### config.mk
export PLATFORM = sky130hd
export DESIGN_NAME = pipe_hazard_ctrl
export DESIGN_NICKNAME = d
export VERILOG_FILES = /design/src/rtl/pipe_ctrl_pkg.sv /design/src/rtl/hazard_perf_cnt.sv /design/src/rtl/pipe_hazard_ctrl.sv
export SDC_FILE = /design/constraint.sdc
export NUM_CORES = 1
export LEC_CHECK = 0
export CAP_MARGIN = 25
export CORE_MARGIN = 3
export CORE_UTILIZATION = 45
export CTS_CLUSTER_SIZE = 16
export DETAILED_ROUTE_END_ITERATION = 10
export MAX_ROUTING_LAYER = met4
export PLACE_DENSITY_LB_ADDON = 0.08
export SYNTH_ARGS = -nofsm -noshare
export SYNTH_HDL_FRONTEND = slang
export SYNTH_SLANG_ARGS = --single-unit
### constraint.sdc
create_clock -name Clk -period 2.7 [get_ports Clk]
set_input_delay 0.405 -clock Clk [delete_from_list [all_inputs] [get_ports Clk]]
set_output_delay 0.405 -clock Clk [all_outputs]
set_load 0.005 [all_outputs]
### src/rtl/pipe_ctrl_pkg.sv
// Shared types and constants for the pipeline hazard controller.
// Imported by pipe_hazard_ctrl and hazard_perf_cnt.
package pipe_ctrl_pkg;

  typedef enum logic [1:0] {
    RUN     = 2'd0,
    MEMWAIT = 2'd1,
    ERR     = 2'd2
  } hz_state_e;

  localparam int REG_W = 5;
  localparam logic [REG_W-1:0] ZERO_REG = '0;

endpackage

### src/rtl/hazard_perf_cnt.sv
// Saturating stall/flush event counters for the hazard controller.
// Built only when HAZARD_PERF_CNT_EN is defined.
module hazard_perf_cnt
  import pipe_ctrl_pkg::*;
(
  input  logic        clk,
  input  logic        rst_n,
  input  logic        i_stall,
  input  logic        i_flush,
  output logic [31:0] o_stall_cycles,
  output logic [15:0] o_flush_count
);

  logic [31:0] r_stall;
  logic [15:0] r_flush;

  always_ff @(posedge clk or negedge rst_n) begin
    if (!rst_n) begin
      r_stall <= '0;
      r_flush <= '0;
    end else begin
      if (i_stall && (r_stall != '1))
        r_stall <= r_stall + 32'd1;
      if (i_flush && (r_flush != '1))
        r_flush <= r_flush + 16'd1;
    end
  end

  assign o_stall_cycles = r_stall;
  assign o_flush_count  = r_flush;

endmodule

### src/rtl/pipe_hazard_ctrl.sv
// Pipeline hazard controller: memory-wait freeze, branch flush, load-use stall.
// Optional perf counters with macro HAZARD_PERF_CNT_EN.
module pipe_hazard_ctrl
  import pipe_ctrl_pkg::*;
#(
  parameter int WAIT_LIMIT = 15
) (
  input  logic             Clk,
  input  logic             Rst_n,
  input  logic [REG_W-1:0] IFID_Rs,
  input  logic [REG_W-1:0] IFID_Rt,
  input  logic             IDEX_MemRead,
  input  logic [REG_W-1:0] IDEX_Rt,
  input  logic             EXMEM_Branch,
  input  logic             EXMEM_Zero,
  input  logic             EXMEM_MemRead,
  input  logic             EXMEM_MemWrite,
  input  logic             DMemReady,
  output logic             PCWrite,
  output logic             IFID_Write,
  output logic             IDEX_Write,
  output logic             EXMEM_Write,
  output logic             IFID_Flush,
  output logic             IDEX_Flush,
  output logic             EXMEM_Flush,
  output logic             MEMWB_Bubble,
  output logic             PCSrc,
`ifdef HAZARD_PERF_CNT_EN
  output logic [31:0]      StallCycles,
  output logic [15:0]      FlushCount,
`endif
  output logic             Err
);

  localparam logic [7:0] LIM = WAIT_LIMIT[7:0];

  hz_state_e  r_state;
  logic [7:0] r_cnt;

  logic w_access;
  logic w_freeze;
  logic w_rst;
  logic w_fz;
  logic w_br;
  logic w_lu;
  logic w_match;

  assign w_access = EXMEM_MemRead | EXMEM_MemWrite;
  assign w_freeze = (r_state == ERR)
                  | (!DMemReady & (r_state == MEMWAIT))
                  | (!DMemReady & (r_state == RUN) & w_access);
  assign w_match  = (IDEX_Rt == IFID_Rs) | (IDEX_Rt == IFID_Rt);

  // Mutually exclusive terms so the decoder below is truly unique.
  assign w_rst = !Rst_n;
  assign w_fz  = Rst_n & w_freeze;
  assign w_br  = Rst_n & !w_freeze & EXMEM_Branch & EXMEM_Zero;
  assign w_lu  = Rst_n & !w_freeze & !w_br & IDEX_MemRead
               & (IDEX_Rt != ZERO_REG) & w_match;

  always_ff @(posedge Clk or negedge Rst_n) begin
    if (!Rst_n) begin
      r_state <= RUN;
      r_cnt   <= '0;
    end else begin
      unique case (r_state)
        RUN: begin
          if (w_access && !DMemReady) begin
            r_state <= MEMWAIT;
            r_cnt   <= '0;
          end
        end
        MEMWAIT: begin
          if (DMemReady) begin
            r_state <= RUN;
          end else if (r_cnt + 8'd1 == LIM) begin
            r_state <= ERR;
          end else begin
            r_cnt <= r_cnt + 8'd1;
          end
        end
        default: r_state <= ERR;
      endcase
    end
  end

  always_comb begin
    {PCWrite, IFID_Write, IDEX_Write, EXMEM_Write} = 4'b1111;
    {IFID_Flush, IDEX_Flush, EXMEM_Flush} = 3'b000;
    MEMWB_Bubble = 1'b0;
    PCSrc        = 1'b0;
    unique case (1'b1)
      w_rst: begin
        {PCWrite, IFID_Write, IDEX_Write, EXMEM_Write} = 4'b0000;
        {IFID_Flush, IDEX_Flush, EXMEM_Flush} = 3'b111;
        MEMWB_Bubble = 1'b1;
      end
      w_fz: begin
        {PCWrite, IFID_Write, IDEX_Write, EXMEM_Write} = 4'b0000;
        MEMWB_Bubble = 1'b1;
      end
      w_br: begin
        {IFID_Flush, IDEX_Flush, EXMEM_Flush} = 3'b111;
        PCSrc = 1'b1;
      end
      w_lu: begin
        PCWrite    = 1'b0;
        IFID_Write = 1'b0;
        IDEX_Flush = 1'b1;
      end
      default: ;
    endcase
  end

  assign Err = (r_state == ERR);

`ifdef HAZARD_PERF_CNT_EN
  hazard_perf_cnt u_perf (
    .clk            (Clk),
    .rst_n          (Rst_n),
    .i_stall        (w_fz | w_lu),
    .i_flush        (w_br),
    .o_stall_cycles (StallCycles),
    .o_flush_count  (FlushCount)
  );
`endif

endmodule

==> results of run 1 <==
-- worst max-delay path, stage by stage --
cell	delay, ns
sky130_fd_sc_hd__clkdlybuf4s50_1	0.41
sky130_fd_sc_hd__or4_1	0.54
sky130_fd_sc_hd__o21ai_2	0.13
sky130_fd_sc_hd__nand2b_1	0.11
sky130_fd_sc_hd__o21a_1	0.12
sky130_fd_sc_hd__clkdlybuf4s50_1	0.50
-- per-layer routing --
layer	up-vias	track usage (%)	part of all wire [%]
met4	0	4.30	0.50
met5	-	-	0
li1	407	-	-
met1	374	23.5	42
met3	2	5.64	7.0
met2	30	34.8	51
-- cells in the final DEF, fill, tap and decap left out, drive strengths merged, types with 2 or more instances in the layout --
master | synthesis | layout
clkdlybuf4s50 | 0 | 31
xor2 | 11 | 11
dfrtp | 10 | 10
nor2 | 9 | 9
buf | 4 | 9
inv | 6 | 6
nand2 | 6 | 6
o21ai | 6 | 6
mux2i | 5 | 5
nor3 | 5 | 5
a31oi | 3 | 3
clkbuf | 0 | 3
or2 | 2 | 2
o221ai | 2 | 2
nand2b | 2 | 2
and3 | 2 | 2
xnor2 | 2 | 2
nand4 | 2 | 2
o31ai | 2 | 2
ha | 2 | 2
-- sequential cells by signal (all words and copies together), names as in the netlist --
signal,flops
r_cnt,8
r_state,2
-- cell families (layout without fill, tap and decap cells) --
family / after synthesis / in the layout / synth area share (%)
and+or+nand+nor: 34 / 34 / 22.9
AOI/OAI and AO/OA: 18 / 18 / 15.3
xor gates and xnor gates: 13 / 13 / 14.4
DFF: 10 / 10 / 31.6
buffers and inverters: 10 / 50 / 6.32
muxes: 5 / 5 / 6.32
adders and majority gates: 2 / 2 / 3.16
-- how the worst min path moves through the flow --
stage / start / endpoint / slack [ns] / depth (start not counted)
final: Rst_n / r_state[1] / 0.47 / 2
after global routing: Rst_n / r_cnt[7] / 0.51 / 2
after CTS: Rst_n / r_state[1] / 0.48 / 2
after detailed placement: r_cnt[7] / r_cnt[7] / 0.52 / 1
after global placement: r_cnt[7] / r_cnt[7] / 0.49 / 1
after floorplan: Rst_n / r_cnt[0] / 0.11 / 0
-- power breakdown --
part	internal, mW	leakage, nW	total (mW)	switching, mW
combinational	0.0488	0.394	0.0737	0.0249
clock	0.0516	0.0138	0.107	0.0550
sequential	0.150	0.124	0.150	0
total	0.250	0.532	0.330	0.0799
-- through the flow --
step           cell area (um^2)  cells  hold slack, ns  utilization (%)  setup WS [ns]
2_1_floorplan               792     92           0.109                -          0.834
3_3_place_gp               1170    145           0.490             74.4         0.0400
3_5_place_dp               1170    145           0.525             74.4         0.0157
4_1_cts                    1190    148           0.485             75.8         0.0134
5_1_grt                    1210    148           0.508             76.5        0.00685
6_report                   1210    148           0.467             76.5         0.0759
-- area by class of cell --
type | instances | area (um^2) | area share (%)
clock buffers | 3 | 22.5 | 1.87
inverters | 6 | 22.5 | 1.87
multi-input cells | 72 | 500 | 41.5
flip-flops and latches | 10 | 250 | 20.7
well taps | 16 | 20.0 | 1.66
repair buffers | 41 | 390 | 32.4
==> summary by stage, run 1 <==
Clocking
The buffer cell driving the clock tree root is sky130_fd_sc_hd__clkbuf_4. The total number of clock tree sinks is 10. The number of buffers added by the clock tree synthesis step is 3. In this run the number of H-tree levels came out at 1. The number of setup buffers added after CTS is 0. Buffers inserted to repair hold after CTS numbered 0. The clock transition at the registers of the reported paths is 0.07 ns. TritonCTS built the clock tree.

The total of cells resized after clock tree synthesis is 0. The later pin in the worst-skew pair is clocked with a latency of about 0.28 ns. The longest clock path from root to sink contains 2 buffers.

Timing
The normalized max-slew margin is between 60 and 70%. The setup TNS is 0 ns. Of the available clock period, the critical path in the final layout requires a little over nine tenths. For the finished layout, the period the worst path requires is around 2.6 ns.

For the final database, setup skew stands at roughly 0.0094 ns. The number of setup violations in the final report is 0. Setup repair after global routing left no endpoint under its margin.

The slew at the pin closest to its max-slew limit is around 0.55 ns. The max-slew violation count came to 0. The achievable frequency is about 0.38 GHz. The count of final hold-check violations is 0.

Pwr
Across the VDD grid, the largest voltage drop is 0.212 mV. The power per cell area is approximately 270 nW/um^2. The leakage power total is between 0.5 and 0.6 nW. The total power after layout is 0.330 mW.

Yosys
By count the netlist is led by sky130_fd_sc_hd__xor2_1 (11), sky130_fd_sc_hd__dfrtp_1 (10), sky130_fd_sc_hd__nor2_1 (9), sky130_fd_sc_hd__inv_1 (6), sky130_fd_sc_hd__nand2_1 (6). The average size of a mapped cell is around 8.6 um^2. Sorting the synthesized cells by area gives the leading types as sky130_fd_sc_hd__dfrtp_1 (32%), sky130_fd_sc_hd__xor2_1 (12%), sky130_fd_sc_hd__mux2i_1 (6.3%), sky130_fd_sc_hd__nor2_1 (4.3%), sky130_fd_sc_hd__ha_1 (3.2%). The total number of yosys warnings is 0. The top-area cell type share of the netlist area is approximately a third. In this run, distinct cell masters in the synthesized netlist total 31. Among all cell types in the netlist, the one instantiated most often is sky130_fd_sc_hd__xor2_1. The cell type contributing the most total cell area after synthesis is sky130_fd_sc_hd__dfrtp_1. The net count after synthesis is 117. The fraction of registers with async set or reset after synthesis is 100%. Summing every instance area after synthesis gives slightly below 800 um^2. Synthesis handed over a netlist of 92 instances.

Summing the sequential cell areas from Yosys gives a little under a third of the chip area. Counting flops and latches in the post-synthesis netlist gives 10. The synthesized design contains 0 enable-type register cells. In the synthesized netlist the dominant register cell turns out to be sky130_fd_sc_hd__dfrtp_1.

Final layout
The area growth from synthesis to layout is 52.3%. The layout has 121 filler cells. Cells with a size suffix above 1 make up 12.9% of the layout. The number of nets at the end of the flow is roughly 160.

The repair_antennas step left the layout with diodes totalling 0.

Worst setup path
The launch point of the critical path is IDEX_Rt[1]. STA classifies the critical path endpoint as an output port. Setup slack on the worst reg-to-reg path comes out at roughly 0.93 ns. For the worst flop-to-flop path, the logic depth is 5. The data arrival time of the worst path is ~2.2 ns. For the worst setup path, the data required time is approximately 2.3 ns. STA classifies the critical path startpoint as an input pin. The reg-to-reg critical path startpoint is r_cnt[0]. The critical path start-end classification is input pin to output port. The largest fanout of any net on the critical path is 2. The worst setup path endpoint is PCWrite. The endpoint of the most critical register-to-register path is r_cnt[2].

GRT
The via count of the first global-routing pass is 772. The total global routing overflow is 0. The total global-route track usage is about a fifth. The first global-routing pass estimated between 3 and 4 mm of wire. The initial antenna violation count is 0. The pin count of the biggest net entering global routing is 12.

Floorplan
The initial utilization of the core area, before any placement, comes to roughly half. The die is approximately 48 um tall. The overall die width is ~48 um. The area of the die is 2300 um^2. 33 I/O pins were placed. The number of placement rows is 14. The core region is around 1600 um^2.

Placed design
The half-perimeter wire length after detailed placement is around 1.6 mm. During placement, the flow inserted port buffers numbering 32. The final estimated routing congestion in global placement is 0.899.

Detailed routing
Dividing the detail-routed wire length by the instance count gives ~13 um. The detailed router finished its first iteration with 25 violations. The detail route stage leaves a number of antenna-violating nets equal to 0. For this run, the detailed router's first-pass iteration total came to 4. The final routed wirelength across all metal layers is approximately 2.0 mm.

For this block, the via count after detailed routing is 813. In the routed design, unresolved DRC markers number 0. The number of vias per cell after detailed routing is approximately 5.5.

Run
The tool flagged a number of max-cap violations equal to 0.

Min path
The tightest min-delay check is of the input pin to async pin type.

Run status
The run finished with clean final reports.
No activity file was read; power rests on OpenSTA's default activity.
==> run 2, diff against run 1 <==
ABC_AREA = 1   (was default)
CORE_UTILIZATION = 48   (was 45)
==> run 2 against run 1 <==
  * Clock skew down 0.0089 ns
  * Synthesized cell count up 45%
  * Critical path depth up 2
  * Combinational power down 12%
  * Worst hold slack better by 0.034 ns
  * Sequential share of layout area down 1.8 points
  * Die area up 11%
  * Sequential cell count unchanged
  * Setup slack better by 0.085 ns
  * Fmax up 3.3%
  * Power down 4.3%
  * Critical path type unchanged
  * Highest routed layer unchanged
==> summary by stage, run 2 <==
Run status
The run finished with clean final reports.

Placed design
The final estimated routing congestion in global placement is 0.818 (-9.0%). The half-perimeter wire length after detailed placement is 1.93 mm (+17%). The number of port buffers was 32 (unchanged). The number of cells after detailed placement was 189 (+30%).

Detailed routing
The post-detailed-route count of antenna-violating nets was 0 (unchanged). The number of vias in the routed layout is 923 (+14%). The final routed wirelength across all metal layers is 2.33 mm (+17%). The count of unresolved DRC violations after routing was 0 (unchanged). The number of vias per cell after detailed routing is 4.81 (-12%). The initial DRC count was 18 (-28%).

The detailed-router iteration count before antenna repair was 4 (unchanged). The post-detailed-route wirelength per cell was 12.1 um (-9.8%).

Worst setup path
The worst endpoint required time came to 2.30 ns (about the same). The endpoint identified for the worst register-to-register timing path is r_cnt[7]. The startpoint type of the worst setup path is an input pin. The worst reg2reg path depth is 10 (+5). The stage delay of the slowest cell on the critical path is 0.53 ns (about the same). The largest individual stage delay along the critical path comes from the cell sky130_fd_sc_hd__clkdlybuf4s50_1. The critical path goes through clkdlybuf4s50_1 > nor2_4 > nor2_1 > nand3_1 > inv_1 > nand3_1 > nand3_1 > clkdlybuf4s50_1. The gate family responsible for the most delay along the worst path is buffers and inverters. The register-to-register setup slack came to 0.95 ns (+0.02 ns). The worst setup path is captured at an output port.

The reg-to-reg critical path startpoint is r_cnt[0]. The cell seen most often among critical-path stages is sky130_fd_sc_hd__nand3_1. The data arrival time of the worst path is 2.13 ns (-0.09 ns). The instance count on the critical path is 8 (+2). The count of buffer and inverter cells on the critical path is 3 (+1). The critical path start-end classification is input pin to output port.

The largest fanout of any net on the critical path is 4 (+2).

GRT
The wire length of the first global-routing pass is 4.17 mm (+31%). The met1 usage is 25.7% (+2.3 points). The most used routing layer is met2. The pin count of the biggest net entering global routing is 13 (+1). The initial antenna violation count is 0 (unchanged). The met2 layer usage reported by global route is 37.4% (+2.6 points). The met3 capacity usage during global routing is 6.23% (+0.59 points). The total global-route track usage is 22.1% (+1.7 points). The via count of the first global-routing pass is 927 (+20%). The total global routing overflow was 0 (unchanged).

Clocking
The number of buffers between clock root and the deepest sink was 2 (unchanged). The number of setup buffers added after CTS is 0 (unchanged). The clock latency at the later pin of the worst-skew pair is 0.26 ns (-0.02 ns). The count of hold buffers inserted by post-cts repair was 0 (unchanged). The clock tree from TritonCTS is done. The clock transition at the registers of the reported paths is 0.06 ns (about the same). The total number of clock tree sinks is 10 (unchanged). The tree is rooted in a sky130_fd_sc_hd__clkbuf_4.

The number of H-tree levels is 1 (unchanged). The number of buffers added by the clock tree synthesis step is 3 (unchanged). The total of cells resized after clock tree synthesis is 0 (unchanged).

Min path
The worst min-delay path category is register to register. The startpoint identified for the worst hold timing path is r_state[1]. Along the worst hold path, the cell count comes to 2.

The end point of the most critical hold path is r_state[1].

Pwr
The largest vdd supply drop came to 0.221 mV (+4.4%). The power per cell area is 240 nW/um^2 (-12%). The leakage power total is 0.588 nW (+11%).

Timing
The achievable frequency was 0.394 GHz (+3.3%). The maximum clock skew at final layout came to 0.000543 ns (-0.00888 ns). The number of setup violations in the final report is 0 (unchanged). The final critical-path required period is 2.54 ns (-0.0850 ns). The share of the cycle needed by the critical path after routing is 94.0% (-3.1 points). The worst hold margin is 0.501 ns (+0.0341 ns). The slew at the pin closest to its max-slew limit is 0.274 ns (-0.279 ns). The count of final hold-check violations was 0 (unchanged). Setup repair after global routing left no endpoint under its margin. The normalized max-slew margin is 81.6% (+19 points).

The setup TNS is 0 ns (unchanged). The max-slew violation count came to 0 (unchanged).

Yosys
The total number of yosys warnings is 0 (unchanged). In the post-synthesis netlist, the cell with the most instances is sky130_fd_sc_hd__nand2_1. The distinct cell type count after synthesis is 23 (-26%). The register bit count reported by yosys is 10 (unchanged). By area the synthesized netlist is led by sky130_fd_sc_hd__dfrtp_1 (26%), sky130_fd_sc_hd__nand2_1 (11%), sky130_fd_sc_hd__nand2_2 (11%), sky130_fd_sc_hd__nand3_1 (8.9%), sky130_fd_sc_hd__xor2_1 (6.4%). The share of synthesized cell area in full adder, half adder and majority cells is 2.63% (-0.53 points). The net count after synthesis was 158 (+35%).

The fraction of registers with async set or reset after synthesis is 100% (unchanged). The average size of a mapped cell is 7.16 um^2 (-17%). The cell type contributing the most total cell area after synthesis is sky130_fd_sc_hd__dfrtp_1. The post-synthesis compound-gate area fraction is 3.81% (-12 points).

The cell area after technology mapping was 952 um^2 (+20%). The fraction of synthesized cell area in xor and xnor cells is 8.28% (-6.1 points). By count the netlist is led by sky130_fd_sc_hd__nand2_1 (27), sky130_fd_sc_hd__nand3_1 (17), sky130_fd_sc_hd__nand2_2 (16), sky130_fd_sc_hd__nor2_1 (16), sky130_fd_sc_hd__inv_1 (11).

The leading register cell type out of synthesis is sky130_fd_sc_hd__dfrtp_1. The simple-gate share of the synthesized area is 51.9% (+29 points). The synthesized instance count came to 133 (+45%). The multiplexer area fraction after synthesis is 0% (-6.3 points).

The dominant combinational cell family by area after synthesis is simple AND/OR/NAND/NOR gates. The top-area cell type share of the netlist area came to 26.3% (-5.3 points). The number of flops mapped to enable cells by yosys is 0 (unchanged). The sequential-to-total area share from yosys stat is 26.3% (-5.3 points).

Final layout
The number of nets at the end of the flow is 194 (+22%). In the final layout, the registers with the most flip-flops are r_cnt: 8 flops, r_state: 2 flops. The antenna diode count came to 0 (unchanged). The share of cells above drive strength 1 is 19.8% (+6.9 points). The flip-flop count of the largest register after layout was 8 (unchanged).

The non-filler instance count after layout is 192 (+30%). The final-layout fill cell count is 159 (+31%). Leaving out fill and tap cells, the most frequent cell in the layout is sky130_fd_sc_hd__clkdlybuf4s50_1. Compared with the post-synthesis result, the final layout area differs by 38.5%. Leaving out fill and tap cells, the most frequent cells in the layout are sky130_fd_sc_hd__clkdlybuf4s50_1 (32), sky130_fd_sc_hd__nand2_1 (27), sky130_fd_sc_hd__nand3_1 (17). The most flop-heavy register is r_cnt.

Floorplan
The core footprint is 1800 um^2 (+14%). The area of the die came to 2550 um^2 (+11%). The number of placement rows is 15 (+1). The overall die height is 50.5 um (+5.4%). The overall die width is 50.5 um (+5.4%). The I/O pin total was 33 (unchanged).

The starting density of the core was 52.8% (+2.6 points).

Run
The count of maximum capacitance violations is 0 (unchanged).
-- run 2: changes by cell type after synthesis, sizes merged, moves of 4 or more --
cell,previous run,this run
nand2,6,47
nand3,1,17
nor2,9,22
inv,6,12
mux2i,5,0
o21ai,6,1
a21oi,0,4
nor3,5,1
xor2,11,7
-- run 2: final cells by class --
cell class	instances	area (um^2)	share of cell area (%)
clock buffers	3	22.5	1.71
inverters	12	45.0	3.42
well taps	25	31.3	2.37
repair buffers	34	335	25.4
flip-flops and latches	10	250	19.0
multi-input cells	108	634	48.1
-- run 2: routing by layer --
layer / vias to the layer above / part of all wire, % / wire length [um]
li1: 484 / - / -
met1: 418 / 43 / 994
met2: 17 / 52 / 1210
met3: 4 / 4.7 / 110
met4: 0 / 0.60 / 14
met5: - / 0 / 0
-- run 2: cells by family (layout without fill, tap and decap cells) --
group | count (synthesis) | in the layout
and+or+nand+nor | 91 | 91
adders and majority gates | 2 | 2
buffers and inverters | 15 | 49
DFF | 10 | 10
xor gates and xnor gates | 9 | 9
AOI/OAI and AO/OA | 6 | 6
-- run 2: worst max-delay path by stage --
stage / startpoint / endpoint
finish: DMemReady / IDEX_Flush
global placement: DMemReady / PCWrite
CTS: DMemReady / IDEX_Flush
detailed placement: DMemReady / IDEX_Flush
global route: DMemReady / IFID_Write
floorplan: EXMEM_MemWrite / PCWrite
-- run 2: power by group --
group | leakage [nW] | switching, mW | internal (mW)
clock network | 0.0138 | 0.0495 | 0.0515
registers | 0.135 | 0 | 0.150
logic | 0.440 | 0.0228 | 0.0423
total | 0.588 | 0.0723 | 0.244
-- run 2: through the flow --
step	utilization [%]	instance area [um^2]	total power, mW	setup WS [ns]
after floorplan	-	952	0.171	0.960
after global placement	71.9	1300	0.217	0.210
after detailed placement	71.9	1300	0.218	0.155
after CTS	73.2	1320	0.320	0.149
after global routing	73.2	1320	0.335	0.0232
final	73.2	1320	0.316	0.161
-- run 2: worst reg2reg max path, cell delays in order, from the launching register on --
cell and delay (ns):
sky130_fd_sc_hd__dfrtp_1 0.43, sky130_fd_sc_hd__ha_1 0.22, sky130_fd_sc_hd__nand3_1 0.16, sky130_fd_sc_hd__o21ai_2 0.21, sky130_fd_sc_hd__nand2_2 0.09, sky130_fd_sc_hd__nor2_4 0.14, sky130_fd_sc_hd__nand2_4 0.08, sky130_fd_sc_hd__nand2_8 0.10
sky130_fd_sc_hd__nand2_8 0.10, sky130_fd_sc_hd__nand2_2 0.06, sky130_fd_sc_hd__nand2_1 0.04
==> run 3, diff against run 2 <==
CORE_UTILIZATION = 40   (was 48)
clock period = 2.3 ns   (was 2.7 ns; I/O delays follow)
==> run 3 against run 2 <==
  * Cell count up 4.7%
  * Setup slack worse by 0.051 ns
  * Clock power up 63%
  * Combinational power up 18%
  * Power up 32%
  * Die area up 18%
  * Routed wire length down 0.34%
  * Highest routed layer unchanged
  * Clock skew up 0.0060 ns
  * Global-route usage down 4.7 points
  * Core utilization down 10 points
  * Non-clock buffer count up 5
==> summary by stage, run 3 (same netlist as run 2, synthesis figures left out) <==
Timing
The slew at the pin closest to its max-slew limit was 0.269 ns (-0.00486 ns). The maximum clock skew at final layout is 0.00654 ns (+0.00600 ns). The normalized max-slew margin is 81.9% (+0.34 points).

The final critical-path required period is around 2.2 ns. The count of final hold-check violations is 0 (unchanged). Setup repair after global routing left no endpoint under its margin. Timing would allow up to 0.457 GHz.

The number of setup violations in the final report was 0 (unchanged). The max-slew violation count is 0 (unchanged). The worst path uses a little over nine tenths of the clock period. The minimum setup slack in the final design came to 0.110 ns (-0.0512 ns).

Placed design
The final estimated routing congestion in global placement came to 0.870 (+6.3%). The post-place setup slack was -0.0516 ns (-0.207 ns). The number of port buffers is 32 (unchanged). The half-perimeter wire length after detailed placement is 1.82 mm (-5.5%).

Floorplan
The overall die width is 54.8 um (+8.4%). The number of placement rows is 17 (+2). The area of the die came to 3000 um^2 (+18%). The starting density of the core is 42.6% (-10 points). The overall die height is 54.8 um (+8.4%). The core footprint was 2230 um^2 (+24%).

The I/O pin total is 33 (unchanged).

GRT
The total global routing overflow is 0 (unchanged). The wire length of the first global-routing pass is 3.60 mm (-14%). The initial antenna violation count is 0 (unchanged). The via count of the first global-routing pass is 868 (-6.4%).

The total global-route track usage is 17.3% (-4.7 points). The pin count of the biggest net entering global routing is 13 (unchanged).

Detailed routing
The post-detailed-route count of antenna-violating nets is 0 (unchanged). The number of vias per cell after detailed routing is 4.76 (-0.96%). The final routed wirelength across all metal layers is 2.32 mm (-0.34%). The count of unresolved DRC violations after routing is 0 (unchanged). The initial DRC count was 6 (-12). The post-detailed-route wirelength per cell was 11.6 um (-4.8%). The detailed-router iteration count before antenna repair is 3 (-1). The number of vias in the routed layout was 957 (+3.7%).

Final layout
The final-layout fill cell count is 228 (+43%). The post-layout utilization of the core is 63.1% (-10 points). The flip-flop count of the largest register after layout is 8 (unchanged). The relative area change from synthesis to final layout is 48.1%. The share of cells above drive strength 1 is 26.0% (+6.3 points). The most common cell after layout, fill and taps aside is sky130_fd_sc_hd__nand2_1. In the layout the commonest cells are sky130_fd_sc_hd__nand2_1 (27), sky130_fd_sc_hd__clkdlybuf4s50_1 (23), sky130_fd_sc_hd__nor2_1 (15), sky130_fd_sc_hd__nand3_1 (15), sky130_fd_sc_hd__nand2_2 (15).

More flip-flops sit in one register than any other, and that register is r_cnt. The number of nets at the end of the flow came to 199 (+2.6%). The antenna diode count is 0 (unchanged). In the final layout, the registers with the most flip-flops are r_cnt: 8 flops, r_state: 2 flops.

Clocking
TritonCTS built the clock tree. The clock latency at the later pin of the worst-skew pair is 0.28 ns (+0.02 ns). The number of H-tree levels is 1 (unchanged). The number of buffers added by the clock tree synthesis step is 3 (unchanged). The number of buffers between clock root and the deepest sink came to 2 (unchanged). The clock transition at the registers of the reported paths is 0.07 ns (about the same). The count of hold buffers inserted by post-cts repair was 0 (unchanged).

Clock tree synthesis selected as its root buffer the cell sky130_fd_sc_hd__clkbuf_4. The total number of clock tree sinks is 10 (unchanged).

Pwr
The leakage power total is 0.707 nW (+20%). The total power after layout is 0.418 mW (+32%). The power per cell area came to 296 nW/um^2 (+24%). The largest vdd supply drop came to 0.287 mV (+30%).

Run
The count of maximum capacitance violations is 0 (unchanged).

Worst setup path
The data arrival time of the worst path was 1.85 ns (-0.28 ns). The worst setup path is of the input pin to output port kind. The startpoint type of the worst setup path is an input pin. The cell with the biggest individual delay on the critical path is sky130_fd_sc_hd__clkdlybuf4s50_1.

The worst setup path is captured at an output port. The largest fanout of any net on the critical path is 4 (unchanged). Walking the worst path, the cells encountered are clkdlybuf4s50_1 > nor2_1 > nor2_1 > nand2_4 > nand3_2 > inv_2 > nand3_2 > nand2_1 > clkdlybuf4s50_1.

Tracing the worst setup path back leads to its startpoint at EXMEM_MemWrite. The worst endpoint required time was 1.96 ns (-0.34 ns). The stage delay of the slowest cell on the critical path is 0.50 ns (-0.03 ns).

The reg-to-reg critical path startpoint is r_cnt[0].

Min path
The path class of the tightest hold or removal check is input pin to async pin.

Run status
The run finished with clean final reports.
==> run 3: cell types whose count changed in the layout (fill, tap and decap cells not counted), sizes merged <==
cell and delta:
buf +5, clkbuf +1, dlygate4sd2 +4, clkdlybuf4s50 -9, dlymetal6s2s +5
==> run 3: worst max-delay path, delay by kind of cell <==
kind	cells	cell delay, ns
buffers and inverters	3	0.99
and+or+nand+nor	6	0.51
==> run 3: layer usage <==
| layer | global-route usage, % | wire length (um) | vias up |
|---|---|---|---|
| met1 | 17.4 | 904 | 428 |
| met2 | 30.7 | 1110 | 31 |
| met5 | - | 0 | - |
| met4 | 8.71 | 41 | 0 |
| met3 | 4.36 | 267 | 5 |
| li1 | - | - | 493 |
==> run 3: final cells by class <==
| cell class | instances | area [um^2] | area share (%) |
|---|---|---|---|
| timing repair buffer | 39 | 380 | 27.0 |
| tap | 28 | 35.0 | 2.48 |
| multi-input combinational | 108 | 663 | 47.0 |
| clock buffer | 4 | 36.3 | 2.57 |
| sequential | 10 | 250 | 17.7 |
| inverter | 12 | 45.0 | 3.19 |
==> run 3: final timing paths <==
kind / end / slack, ns / cells past startpoint
setup / recovery: IFID_Flush / 0.11 / 9
hold / removal: r_state[0] / 0.43 / 2
setup reg to reg: r_cnt[7] / 0.59 / 10
hold reg to reg: r_state[1] / 0.52 / 2
max in group asynchronous: r_cnt[7] / 1.70 / 2
min in group Clk: r_state[1] / 0.52 / 2
==> run 3: power breakdown <==
part | switching, mW | internal [mW]
combinational | 0.0281 | 0.0488
sequential | 0 | 0.176
clock | 0.0687 | 0.0964
total | 0.0968 | 0.321
==> run 3: stage by stage <==
| stage | instance area [um^2] | instances | hold WS [ns] | TNS [ns] |
|---|---|---|---|---|
| finish | 1410 | 201 | 0.432 | 0 |
| global route | 1410 | 201 | 0.440 | 0 |
| CTS | 1390 | 200 | 0.442 | 0 |
| detailed placement | 1330 | 196 | 0.501 | -0.214 |
| global placement | 1330 | 196 | 0.478 | -0.121 |
| floorplan | 952 | 133 | 0.0494 | 0 |
==> run 3: what timing repair did <==
| item | CTS | global route |
|---|---|---|
| buffers inserted | 0 | 1 |
| pin swaps | 2 | 3 |
| endpoints found under the setup margin | 6 | 6 |
| gates resized for setup | 10 | 6 |
